## src/rtl/mult_share_ctrl.sv

```systemverilog
// mult_share_ctrl
// Shares one sequential shift-add multiplier between NREQ requesters.
// A round-robin arbiter picks one request in IDLE. The operands are latched.
// One partial product is added per cycle for WIDTH cycles. The product is then
// held on a valid/ready response channel together with the requester index.
//
// Ports:
//   clk           rising-edge clock
//   rst_n         asynchronous active-low reset
//   req_valid     per-requester request valid                  [NREQ]
//   req_ready     per-requester accept, one-hot or zero        [NREQ]
//   req_a/req_b   packed operands, slot i at [i*WIDTH +: WIDTH] [NREQ*WIDTH]
//   resp_valid    product available
//   resp_ready    consumer accepts product
//   resp_product  unsigned a*b                                 [2*WIDTH]
//   resp_id       index of the requester that owns the result  [ID_W]
//   busy          high whenever the controller is not idle
module mult_share_ctrl #(
  parameter int WIDTH = 3,
  parameter int NREQ  = 2,
  localparam int ID_W = (NREQ > 1) ? $clog2(NREQ) : 1
) (
  input  logic                  clk,
  input  logic                  rst_n,
  input  logic [NREQ-1:0]       req_valid,
  output logic [NREQ-1:0]       req_ready,
  input  logic [NREQ*WIDTH-1:0] req_a,
  input  logic [NREQ*WIDTH-1:0] req_b,
  output logic                  resp_valid,
  input  logic                  resp_ready,
  output logic [2*WIDTH-1:0]    resp_product,
  output logic [ID_W-1:0]       resp_id,
  output logic                  busy
);

  localparam int CNT_W = (WIDTH > 1) ? $clog2(WIDTH) : 1;

  typedef enum logic [1:0] {
    IDLE = 2'd0,
    MUL  = 2'd1,
    DONE = 2'd2
  } state_t;

  state_t               state;
  logic [ID_W-1:0]      rr_ptr;
  logic [ID_W-1:0]      id_r;
  logic [CNT_W-1:0]     cnt;
  logic [WIDTH-1:0]     a_r;
  logic [WIDTH-1:0]     b_r;
  logic [2*WIDTH-1:0]   acc;
  logic [2*WIDTH-1:0]   partial;
  logic                 grant_found;
  logic [ID_W-1:0]      grant_idx;
  logic [ID_W-1:0]      next_ptr;

  // Round-robin search starting at rr_ptr. The loop runs from the farthest
  // offset down to offset 0, so the last hit written is the nearest one.
  always_comb begin
    int idx;
    idx         = 0;
    grant_found = 1'b0;
    grant_idx   = '0;
    for (int k = NREQ - 1; k >= 0; k--) begin
      idx = int'(rr_ptr) + k;
      if (idx >= NREQ) idx = idx - NREQ;
      if (req_valid[idx]) begin
        grant_found = 1'b1;
        grant_idx   = ID_W'(idx);
      end
    end
  end

  // Only the granted slot sees ready, and only while idle.
  always_comb begin
    req_ready = '0;
    if (state == IDLE && grant_found) req_ready[grant_idx] = 1'b1;
  end

  // Shifted copy of A when the current multiplier bit is set. Everything is
  // zero-extended to the full product width, so no carry is ever lost.
  always_comb begin
    partial = '0;
    if (b_r[cnt]) partial = {{WIDTH{1'b0}}, a_r} << cnt;
  end

  // After serving id_r, the pointer moves to the slot after it, wrapping at NREQ.
  always_comb begin
    next_ptr = id_r + 1'b1;
    if (id_r == ID_W'(NREQ - 1)) next_ptr = '0;
  end

  assign resp_product = acc;
  assign resp_id      = id_r;

  // Controller FSM. resp_valid and busy are registered alongside the state so
  // that reset clears them immediately and they never glitch.
  always_ff @(posedge clk or negedge rst_n) begin
    if (!rst_n) begin
      state      <= IDLE;
      rr_ptr     <= '0;
      id_r       <= '0;
      cnt        <= '0;
      a_r        <= '0;
      b_r        <= '0;
      acc        <= '0;
      resp_valid <= 1'b0;
      busy       <= 1'b0;
    end else begin
      case (state)
        IDLE: begin
          if (grant_found) begin
            a_r   <= req_a[grant_idx*WIDTH +: WIDTH];
            b_r   <= req_b[grant_idx*WIDTH +: WIDTH];
            id_r  <= grant_idx;
            acc   <= '0;
            cnt   <= '0;
            busy  <= 1'b1;
            state <= MUL;
          end
        end
        MUL: begin
          acc <= acc + partial;
          cnt <= cnt + 1'b1;
          if (cnt == CNT_W'(WIDTH - 1)) begin
            resp_valid <= 1'b1;
            state      <= DONE;
          end
        end
        DONE: begin
          if (resp_ready) begin
            resp_valid <= 1'b0;
            busy       <= 1'b0;
            rr_ptr     <= next_ptr;
            state      <= IDLE;
          end
        end
        default: begin
          state      <= IDLE;
          resp_valid <= 1'b0;
          busy       <= 1'b0;
        end
      endcase
    end
  end

endmodule

```

## config.mk

```make
export PLATFORM = sky130hd
export DESIGN_NAME = mult_share_ctrl
export DESIGN_NICKNAME = d
export VERILOG_FILES = /design/src/rtl/mult_share_ctrl.sv
export SDC_FILE = /design/constraint.sdc
export NUM_CORES = 1
export LEC_CHECK = 0
export ABC_AREA = 1
export CAP_MARGIN = 15
export CORE_ASPECT_RATIO = 0.5
export CORE_MARGIN = 2
export CORE_UTILIZATION = 30
export CTS_CLUSTER_SIZE = 14
export DETAILED_ROUTE_END_ITERATION = 12
export PLACE_DENSITY = 0.54
export RECOVER_POWER = 25
export SLEW_MARGIN = 15
export SYNTH_ARGS = -nofsm -noshare
export SYNTH_HDL_FRONTEND = slang
export SYNTH_SLANG_ARGS = --single-unit
```

## constraint.sdc

```tcl
create_clock -name clk -period 3.5 [get_ports clk]
set_input_delay 0.7 -clock clk [delete_from_list [all_inputs] [get_ports clk]]
set_output_delay 0.7 -clock clk [all_outputs]
set_load 0.03 [all_outputs]
```

### Word level (Yosys, flattened, before mapping)

Index checks and enable logic that the tools add are counted.

| storage, ports and cells | value |
|---|---|
| register bits | 20 |
| input bits | 17 |
| output and inout bits | 11 |
| logic and storage cells | 76 |

| cells by class | value |
|---|---|
| add/sub/neg operators | 6 |
| multipliers | 1 |
| magnitude comparators | 7 |
| equal/unequal tests | 6 |
| shift-type cells | 3 |
| mux-type cells | 32 |
| bitwise operators | 2 |
| reductions and logical operators | 10 |

Operators with widths:

| operator | count |
|---|---|
| less-than comparator 32 x 3 -> 1 bit, second input constant | 2 |
| 2-to-1 mux 32 bit | 2 |
| 2-to-1 mux 1 bit | 16 |
| 2-to-1 mux 6 bit | 2 |
| one-hot mux 6 bit (2 select lines) | 1 |
| indexed part select 6 x 4 -> 3 bit | 2 |
| 2-to-1 mux 2 bit | 5 |
| AND reduction 3 bit | 3 |
| adder 6 bit | 1 |
| inequality test 2 bit, second input constant | 3 |
| one-hot mux 1 bit (3 select lines) | 2 |
| one-hot mux 2 bit (3 select lines) | 1 |
| AND reduction 2 bit | 3 |
| left shift 3 x 2 -> 6 bit | 1 |
| equality test 2 bit, second input constant | 2 |
| one-hot mux 2 bit (2 select lines) | 1 |
| less-than comparator 2 x 3 -> 1 bit, second input constant | 1 |
| multiplier 1 x 2 -> 3 bit, second input constant | 1 |
| subtractor 1 x 2 -> 3 bit, second input constant | 1 |
| subtractor 2 x 2 -> 3 bit, second input constant | 1 |
| adder 1 x 1 -> 2 bit, second input constant | 1 |
| adder 2 x 1 -> 2 bit, second input constant | 1 |
| binary-select mux 1 bit (select 2 bit) | 1 |
| equality test 2 x 1 -> 1 bit, second input constant | 1 |
| 10 further kinds | 12 |

### Depth between registers and ports, before layout

Gate-level depths: netlist (run 1).

| depth | value |
|---|---|
| depth after elaboration | 13 |
| gate-level depth with buffers | 15 |
| depth with buffers taken out | 15 |

### Least setup slack after synthesis (run 1)

OpenSTA, ideal clock, no wires.

| timing | value |
|---|---|
| path kind | in2out |
| from | input port req_valid[1] |
| to | output port req_ready[1] |
| arrival | 1.198 ns |
| required time | 2.800 ns |
| slack | 1.602 ns |
| stages on the path | 3 |
| path buffers | 1 |
| cells stage by stage | a21boi_2 > and2_2 > buf_6 |

| between the ends | value |
|---|---|
| cells in the longest elaborated chain, start to end | 10 |
| elaborated cells on any way between the ends | 17 |
| classes of those cells | order compare (2); mux (13); reduce/logical (2) |

Ends and longest elaborated chain:

| what | line | source |
|---|---|---|
| from (decl) | 25 | `input logic [NREQ-1:0] req_valid,` |
| 2-to-1 mux 1 bit (implied by the code) (3 in series) | 66 | `if (req_valid[idx]) begin` |
| 2-to-1 mux 1 bit (2 in series) | 66 |  |
| less-than comparator 1 x 2 -> 1 bit (implied by the code) or >= comparator 1 bit (tied branches) | 76 | `if (state == IDLE && grant_found) req_ready[grant_idx] = 1'b1;` |
| logical AND 1 bit (implied by the code) | 76 |  |
| 2-to-1 mux 1 bit (implied by the code) | 76 |  |
| demux 1 bit (select 1 bit) | 76 |  |
| 2-to-1 mux 2 bit * | 76 |  |
| to (decl) | 26 | `output logic [NREQ-1:0] req_ready,` |

Mark *: on every way between the ends. The rest lies on a longest branch, timed or not. The select of a mux whose other input is x is not followed.

### Worst setup path after layout (run 1)

| timing | value |
|---|---|
| from | input port req_valid[0] |
| to | output port req_ready[1] |

The elaborated chain is that of the path after synthesis.

==> results of run 1 <==
==> layout by cell type, fill, tap and decap left out, types with 2 or more instances in the layout <==
master,instances
a21oi_1,5
a22o_1,2
clkbuf_8,3
clkdlybuf4s50_1,25
dfrtp_1,20
dlygate4sd3_1,2
ha_1,6
inv_1,17
nand2_1,43
nand3_1,12
nor2_1,11
o21ai_0,7
o21ai_1,3
o22ai_1,2
==> area by class of cell <==
type | count | area (um^2)
sequential | 20 | 500
inverter | 19 | 73.8
clock buffer | 3 | 41.3
multi-input combinational | 103 | 556
timing repair buffer | 28 | 274
clock inverter | 1 | 30.0
tap | 51 | 63.8
fill | 358 | 2030
==> worst max path at each step <==
stage                 start           end
3_3_place_gp   req_valid[1]  req_ready[1]
6_report       req_valid[0]  req_ready[1]
4_1_cts        req_valid[1]  req_ready[1]
5_1_grt        req_valid[0]  req_ready[1]
2_1_floorplan  req_valid[1]  req_ready[1]
3_5_place_dp   req_valid[1]  req_ready[1]
==> flip-flops by register name (all words and copies together), names as in the netlist <==
| signal | count |
|---|---|
| resp_valid | 1 |
| cnt | 2 |
| rr_ptr | 1 |
| a_r | 3 |
| busy | 1 |
| resp_id | 1 |
| b_r | 3 |
| resp_product | 6 |
| state | 2 |
==> through the flow <==
| step | hold slack [ns] | area (um^2) |
|---|---|---|
| 2_1_floorplan | 0.404 | 1160 |
| 6_report | 0.503 | 1540 |
| 5_1_grt | 0.544 | 1540 |
| 4_1_cts | 0.511 | 1550 |
| 3_5_place_dp | 0.492 | 1480 |
| 3_3_place_gp | 0.475 | 1480 |
==> layer usage <==
layer,global-route usage (%),routed length [um]
met5,0,0
met4,4.48,27
met3,3.78,86
met2,23.1,1180
met1,16.1,1270
==> power groups by stage <==
stage          Clock (mW)  Sequential (mW)  Combinational (mW)
2_1_floorplan           0            0.486               0.477
3_3_place_gp            0            0.427               0.749
3_5_place_dp            0            0.429               0.752
4_1_cts             0.243            0.424               0.756
5_1_grt             0.253            0.441               0.834
6_report            0.236            0.423               0.739
==> cells by family after synthesis <==
family                     after synthesis  synth area share (%)
and+or+nand+nor                         72                  26.8
AOI/OAI and AO/OA                       23                  12.4
buffers and inverters                   21                  8.33
DFF                                     20                  43.3
adders and majority gates                7                  8.23
muxes                                    1                 0.866
==> worst register-to-register path, cell delays in order, from the launching register on <==
cell	delay, ns
dfrtp_1	0.42
inv_1	0.15
o21ai_1	0.25
nor2_1	0.07
ha_1	0.23
fa_1	0.39
nand2_1	0.10
a21oi_1	0.08
nor2_1	0.09
nand2_1	0.05
nand3_1	0.07
nand2_1	0.05
==> summary.md, run 1 <==
| Metric | Value |
|---|---|
| Min-Delay Path Depth | `2` |
| Worst EP arrival | `2.42 ns` |
| Final HPWL DP | `2000 um` |
| Sequential fraction of the synthesis area | `43.3%` |
| Layout area overhead | `33.1%` |
| Period utilization | `between 80% and 90%` |
| # clock sinks | `20` |
| # Post-CTS Setup Buffers | `0` |
| Die Area | `4400 um^2` |
| Post-Route Utilization | `43.2%` |
| Path depth of the worst reg2reg path | `11` |
| Layout Cells excl Fill | `between 200 and 250` |
| Post-route ant nets | `0` |
| Buf/Inv on CP | `2` |
| Synth top area cells | `dfrtp_1 (43%), nand2_1 (14%), ha_1 (6.5%)` |
| CTS tree | `done` |
| Most frequent cell after synthesis | `nand2_1` |
| Clock tree buffer depth | `2` |
| Setup ws final | `approximately 0.38 ns` |
| H-tree depth | `1` |
| Net Count, Synth | `168` |
| Worst path required time | `about 2.8 ns` |
| Die H | `47.9 um` |
| Die X | `~92 um` |
| Synth area leader | `dfrtp_1` |
| Family with the most delay on the worst path | `buffers and inverters` |
| Final Setup Violations | `0` |
| Leakage | `about 0.75 nW` |
| Switching part of the total power | `around 44%` |
| CP Depth | `4` |
| Peak supply drop | `0.299 mV` |
| Via density | `approximately 4.5` |
| Min-Delay Startpoint | `resp_valid` |
| Syn Area/Cell | `about 8.0 um^2` |
| Cell Chain, Critical Path | `dlygate4sd3_1 -> a21boi_2 -> and2_2 -> clkdlybuf4s50_1` |
| Post-Place Worst Slack | `0.426 ns` |
| WHS Endpoint | `resp_valid` |
| Share of layout cells above drive strength 1 | `~7.5%` |
| Slew HR | `between 30% and 40%` |
| Initial Utilization | `roughly 32%` |
| Antenna Diode Count | `0` |
| R2R Path Start | `cnt[0]` |
| Flop pwr share | `a little under a third` |
| Largest net degree at the start of global routing | `21` |
| Synthesized instance count | `between 100 and 150` |
| Max Fanout on Critical Path | `8` |
| Total global-route track usage | `a little over an eighth` |
| Clk network pwr share | `between 15 and 20%` |
| Critical Path End Type | `output port` |
| Vias in the first global route | `975` |
| Final Max Tran Viols | `0` |
| Cts hold-fix bufs | `0` |
| Netlist cell types | `27` |
| Worst Max-Slew Pin Slew | `0.965 ns` |
| Reg2Reg Capture Point | `resp_product[4]` |
| Worst-path clk slew | `about 0.08 ns` |
| Status | `complete, no violations` |
| GPL Wtd Cong | `0.770` |
| Top Ports | `28` |
| Total power | `between 1 and 1.5 mW` |
| R2R Setup Slk | `1.44 ns` |
| Type of origin of the critical path | `input pin` |
| First-pass GRT wire length | `4250 um` |
| Clock Latency Late Sink | `0.26 ns` |
| Clock root buffer | `clkbuf_8` |
| Initial DRC Count | `38` |
| Core ar. | `roughly 3600 um^2` |
| Async set-or-reset flop fraction in the synthesized netlist | `100%` |
| Post-CTS Resized | `0` |
| Synth cell count leaders | `nand2_1 (43), dfrtp_1 (20), inv_1 (17)` |
| Hold WC Path Type | `reg2reg` |
| Mapped Area | `1160 um^2` |
| Achievable Freq | `320 MHz` |
| Synth Register Bits | `20` |
| DR WL/cell | `between 10 and 15 um` |
| Max Cap Viol | `0` |
| Clk_skew | `around 0.0037 ns` |
| Placed insts | `about 220` |
| Initial antenna violation count | `0` |
| RSZ-0062 raised after global routing | `false` |
| Port buffer count | `27` |
| Final hold viol count | `0` |
| Slowest stage delay, CP | `0.69 ns` |
| TNS Setup | `0 ns` |
| Pre-antenna DRT Iters | `4` |
| CTS Buf Count | `3` |
| Cell Int Power | `a little under 0.8 mW` |
| Cell Rows | `15` |
| Remaining DRCs | `0` |
| Power Density | `908 nW/um^2` |
| Post-synth EDFFs | `0` |
| Critical path class | `in2out` |
| Final #Nets | `between 150 and 200` |
| Comb pwr share | `a little over half` |
| Primary FF master, synth | `dfrtp_1` |
| Share of the synthesized area in the top cell type | `between 40 and 50%` |
| Total number of vias | `~1000` |
| NetSw | `roughly 0.62 mW` |
| Final wirelength | `2560 um` |
| Crit path time final | `roughly 3.1 ns` |
| Yosys Warn Count | `0` |
| Max stage delay cell, worst path | `clkdlybuf4s50_1` |
| Overflow after GRT | `0` |
Power figures use the tool's default switching activity.
==> inputs of run 2 (changes only) <==
CORE_ASPECT_RATIO = default   (was 0.5)
CORE_UTILIZATION = 52   (was 30)
PLACE_DENSITY = 0.84   (was 0.54)
==> run 2 against run 1 <==
Non-clock buffer count unchanged. Wire length decreased by 8.2%. Fmax about the same. Clock skew decreased by 0.0019 ns. Critical endpoint unchanged. Flip-flop and latch count unchanged. Critical path type unchanged. Clock power decreased by 42%. Utilization increased by 26 points.
==> summary.md, run 2 (same netlist as run 1, synthesis figures left out) <==
| Metric | Value |
|---|---|
| Pre-antenna DRT Iters | `4` |
| H-tree depth | `1` |
| Reg2Reg Capture Point | `resp_product[4]` |
| # Post-CTS Setup Buffers | `0` |
| Critical Path End Type | `output port` |
| Power Density | `a little under 900 nW/um^2` |
| Max Fanout on Critical Path | `8` |
| First-pass GRT wire length | `about 4200 um` |
| Path depth of the worst reg2reg path | `11` |
| Port buffer count | `27` |
| Final #Nets | `199` |
| Initial DRC Count | `15` |
| Share of layout cells above drive strength 1 | `roughly 7.5%` |
| Clock tree buffer depth | `2` |
| Final wirelength | `approximately 2400 um` |
| Final hold viol count | `0` |
| Critical path class | `in2out` |
| Cell Rows | `17` |
| Max reg flops | `6` |
| M2 GR Usage | `between 30 and 40%` |
| Total global-route track usage | `22.1%` |
| Final Max Tran Viols | `0` |
| Fillcell total | `174` |
| Worst path required time | `between 2 and 3 ns` |
| Antenna Diode Count | `0` |
| Final Setup Violations | `0` |
| Max Cap Viol | `0` |
| Post-Route Utilization | `68.7%` |
| # clock sinks | `20` |
| WHS Endpoint | `rr_ptr` |
| RSZ-0062 raised after global routing | `false` |
| Total power | `around 1.3 mW` |
| Via density | `5.12` |
| Hold WC Path Type | `reg2reg` |
| Largest net degree at the start of global routing | `21` |
| Most frequent cells in the layout | `nand2_1 (43), clkdlybuf4s50_1 (24), dfrtp_1 (20)` |
| Min-Delay Startpoint | `resp_id` |
| Layout area overhead | `27.6%` |
| Leakage | `between 0.7 and 0.8 nW` |
| CTS tree | `done` |
| R2R Path Start | `cnt[0]` |
| Worst-path clk slew | `between 0.1 and 0.15 ns` |
| Initial antenna violation count | `0` |
| Achievable Freq | `320 MHz` |
| Cts hold-fix bufs | `0` |
| Die H | `a little over 50 um` |
| Core ar. | `around 2100 um^2` |
| Clock Latency Late Sink | `about 0.31 ns` |
| Remaining DRCs | `0` |
| R2R Setup Slk | `between 1 and 1.5 ns` |
| Clk_skew | `0.00175 ns` |
| Post-CTS Resized | `0` |
| Overflow after GRT | `0` |
| Type of origin of the critical path | `input pin` |
| Slew HR | `roughly two fifths` |
| Gr busiest metal | `met2` |
| Total number of vias | `approximately 1000` |
| Post-route ant nets | `0` |
| CTS Buf Count | `3` |
| Worst Max-Slew Pin Slew | `around 0.88 ns` |
| Crit path time final | `approximately 3.1 ns` |
| Met3 usage | `under 10%` |
| Peak supply drop | `0.589 mV` |
| Final HPWL DP | `1900 um` |
| Period utilization | `between 80% and 90%` |
| Commonest non-fill, non-tap cell in the layout | `nand2_1` |
| Min-Delay Path Depth | `1` |
| Clock root buffer | `clkbuf_4` |
| GPL Wtd Cong | `between 0.8 and 0.9` |
| Top Ports | `28` |
| M1 GR Usage | `between 20% and 30%` |
| DR WL/cell | `roughly 12 um` |
| Vias in the first global route | `between 900 and 1000` |
| Die X | `51.2 um` |
| Status | `complete, no violations` |
| Initial Utilization | `53.8%` |
| Worst EP arrival | `approximately 2.4 ns` |
| Die Area | `about 2600 um^2` |
| TNS Setup | `0 ns` |
[run 2: changes by cell type in the layout (fill, tap and decap cells not counted), sizes merged]
| cell | delta |
|---|---|
| clkdlybuf4s50 | -1 |
| clkbuf | +1 |
| bufinv | -1 |
| dlygate4sd3 | +1 |
[run 2: how the worst max path moves through the flow]
stage | from | endpoint | slack (ns) | depth (start not counted)
2_1_floorplan | req_valid[1] | req_ready[1] | 1.60 | 3
3_3_place_gp | req_valid[1] | req_ready[1] | 0.47 | 4
3_5_place_dp | req_valid[1] | req_ready[1] | 0.42 | 4
4_1_cts | req_valid[1] | req_ready[1] | 0.41 | 4
5_1_grt | req_valid[1] | req_ready[1] | 0.31 | 4
6_report | req_valid[1] | req_ready[1] | 0.37 | 4
[run 2: metrics by stage]
stage               hold WS [ns]  std cells  instance area (um^2)  worst slack (ns)
finish                     0.504        202                  1480             0.375
global route               0.550        202                  1480             0.308
CTS                        0.515        202                  1480             0.412
detailed placement         0.486        198                  1450             0.419
global placement           0.473        198                  1450             0.468
floorplan                  0.404        144                  1160              1.60
[run 2: metal layers]
layer | vias up | part of all wire, %
met3 | 3 | 4.5
met5 | - | 0
met2 | 26 | 49
met4 | 0 | 0.98
met1 | 482 | 46
li1 | 524 | -
[run 2: final cells by class]
class | count | area [um^2] | area share (%)
clock buffers | 4 | 36.3 | 2.46
repair buffers | 28 | 274 | 18.6
well taps | 28 | 35.0 | 2.37
multi-input cells | 103 | 556 | 37.7
flip-flops and latches | 20 | 500 | 33.9
inverters | 19 | 73.8 | 5.00
[run 2: where the power goes]
part	internal (mW)	leakage [nW]	switching (mW)
Clock	0.0637	0.0210	0.0738
Sequential	0.337	0.250	0.0865
Combinational	0.295	0.463	0.452
Total	0.695	0.735	0.612
[run 2: critical path, cell delays in order]
cell and delay [ns]:
dlygate4sd3_1 0.54, a21boi_2 0.23, and2_2 0.26, clkdlybuf4s50_1 0.69
==> inputs of run 3 (changes only) <==
CORE_ASPECT_RATIO = 0.5   (was default)
CORE_UTILIZATION = 35   (was 52)
PLACE_DENSITY = default   (was 0.84)
PLACE_DENSITY_LB_ADDON = 0.05   (was default)
SETUP_SLACK_MARGIN = 0.3   (was default)
==> run 3 against run 2 <==
Worst hold slack got worse by 0.0055 ns. Wire length rose by 5.9%. Fmax fell by 0.13%. Die area rose by 46%. Global-route usage fell by 7.3 points. Sequential share of layout area fell by 0.92 points. Clock power rose by 72%. Worst setup slack got worse by 0.0041 ns. Flip-flop and latch count did not move. Power rose by 5.8%. Critical path depth did not move. Largest cell class unchanged.
==> summary.md, run 3 (same netlist as run 1, synthesis figures left out) <==
| Metric | Value |
|---|---|
| Status | `complete, no violations` |
| Die Area | `~3800 um^2` |
| Via density | `around 4.7` |
| Post-route ant nets | `0` |
| Clock tree buffer depth | `2` |
| Total global-route track usage | `between 10% and 20%` |
| Area of the multi-input gates | `548 um^2` |
| R2R Path Start | `cnt[0]` |
| Leakage | `roughly 0.74 nW` |
| Max reg flops | `6` |
| Power Density | `about 900 nW/um^2` |
| Slew HR | `between 30 and 40%` |
| Area occupied by registers | `around 500 um^2` |
| Share of layout cells above drive strength 1 | `6.90%` |
| Post-CTS Resized | `0` |
| Initial antenna violation count | `0` |
| Clock root buffer | `clkbuf_8` |
| First-pass GRT wire length | `between 4000 and 5000 um` |
| Die H | `roughly 45 um` |
| Port buffer count | `27` |
| Critical Path End Type | `output port` |
| Final Setup Violations | `0` |
| Worst-path clk slew | `0.08 ns` |
| Most frequent cells in the layout | `nand2_1 (44), clkdlybuf4s50_1 (25), dfrtp_1 (20)` |
| # clock sinks | `20` |
| Core ar. | `about 3100 um^2` |
| Path depth of the worst reg2reg path | `11` |
| Worst Max-Slew Pin Slew | `between 0.9 and 1 ns` |
| Met1 WL | `around 1300 um` |
| Final Max Tran Viols | `0` |
| RSZ-0062 raised after global routing | `false` |
| Initial Utilization | `a little under two fifths` |
| Final HPWL DP | `slightly below 2000 um` |
| Period utilization | `approximately nine tenths` |
| GPL Wtd Cong | `about 0.76` |
| Cts hold-fix bufs | `0` |
| Achievable Freq | `around 320 MHz` |
| Overflow after GRT | `0` |
| Total number of vias | `1015` |
| Remaining DRCs | `0` |
| Final #Nets | `~200` |
| TNS Setup | `0 ns` |
| Crit path time final | `3.13 ns` |
| Peak supply drop | `0.407 mV` |
| Min-Delay Startpoint | `rr_ptr` |
| Top Ports | `28` |
| WHS Endpoint | `rr_ptr` |
| Commonest non-fill, non-tap cell in the layout | `nand2_1` |
| Pre-antenna DRT Iters | `6` |
| Clock Latency Late Sink | `about 0.26 ns` |
| Worst path required time | `between 2 and 3 ns` |
| Total power | `1.38 mW` |
| Critical path class | `in2out` |
| H-tree depth | `1` |
| Layout area overhead | `31.2%` |
| Cell Rows | `14` |
| Vias in the first global route | `960` |
| Reg2Reg Capture Point | `resp_product[4]` |
| CTS tree | `done` |
| Antenna Diode Count | `0` |
| Min-Delay Path Depth | `2` |
| Hold WC Path Type | `reg2reg` |
| Initial DRC Count | `between 40 and 50` |
| Type of origin of the critical path | `input pin` |
| Max Used Layer | `met4` |
| CTS Buf Count | `3` |
| R2R Setup Slk | `1.49 ns` |
| DR WL/cell | `between 10 and 15 um` |
| Final hold viol count | `0` |
| Final wirelength | `2490 um` |
| Fillcell total | `318` |
| Max Fanout on Critical Path | `8` |
| Clk_skew | `roughly 0.0017 ns` |
| # Post-CTS Setup Buffers | `0` |
| Metal3 WL | `131 um` |
| Die X | `between 80 and 90 um` |
| Met2 Wirelength | `between 1000 and 1500 um` |
| Max Cap Viol | `0` |
| Largest net degree at the start of global routing | `21` |
| Worst EP arrival | `2.43 ns` |
run 3: area by class of cell:
| class | count | area share, % |
|---|---|---|
| clock inverters | 1 | 1.98 |
| flip-flops and latches | 20 | 33.0 |
| repair buffers | 28 | 18.1 |
| multi-input cells | 103 | 36.1 |
| well taps | 40 | 3.30 |
| inverters | 19 | 4.79 |
| clock buffers | 3 | 2.72 |
run 3: worst max-delay path by stage:
stage	slack [ns]	start	endpoint
2_1_floorplan	1.60	req_valid[1]	req_ready[1]
3_3_place_gp	0.44	req_valid[1]	req_ready[1]
3_5_place_dp	0.42	req_valid[1]	req_ready[1]
4_1_cts	0.42	req_valid[1]	req_ready[1]
5_1_grt	0.29	req_valid[0]	req_ready[1]
6_report	0.37	req_valid[0]	req_ready[1]
run 3: critical path, stage by stage:
cell,delay [ns]
dlygate4sd3_1,0.56
a21boi_2,0.20
and2_2,0.27
clkdlybuf4s50_1,0.70
run 3: routing by layer:
layer	global-route usage [%]	vias to the layer above
met5	0	-
met4	1.90	0
met3	5.04	2
met2	24.1	22
met1	20.0	465
li1	-	526
run 3: stage by stage:
stage	cells	utilization, %	setup slack, ns	hold slack (ns)	area, um^2
2_1_floorplan	144	-	1.60	0.404	1160
3_3_place_gp	210	47.4	0.437	0.479	1460
3_5_place_dp	210	47.4	0.417	0.481	1460
4_1_cts	214	49.7	0.420	0.501	1530
5_1_grt	214	49.2	0.294	0.540	1520
6_report	214	49.2	0.371	0.498	1520
run 3: power by group:
part	switching [mW]	leakage, nW	internal [mW]
Clock	0.0856	0.0357	0.153
Sequential	0.0871	0.250	0.337
Combinational	0.435	0.455	0.286
Total	0.608	0.741	0.776
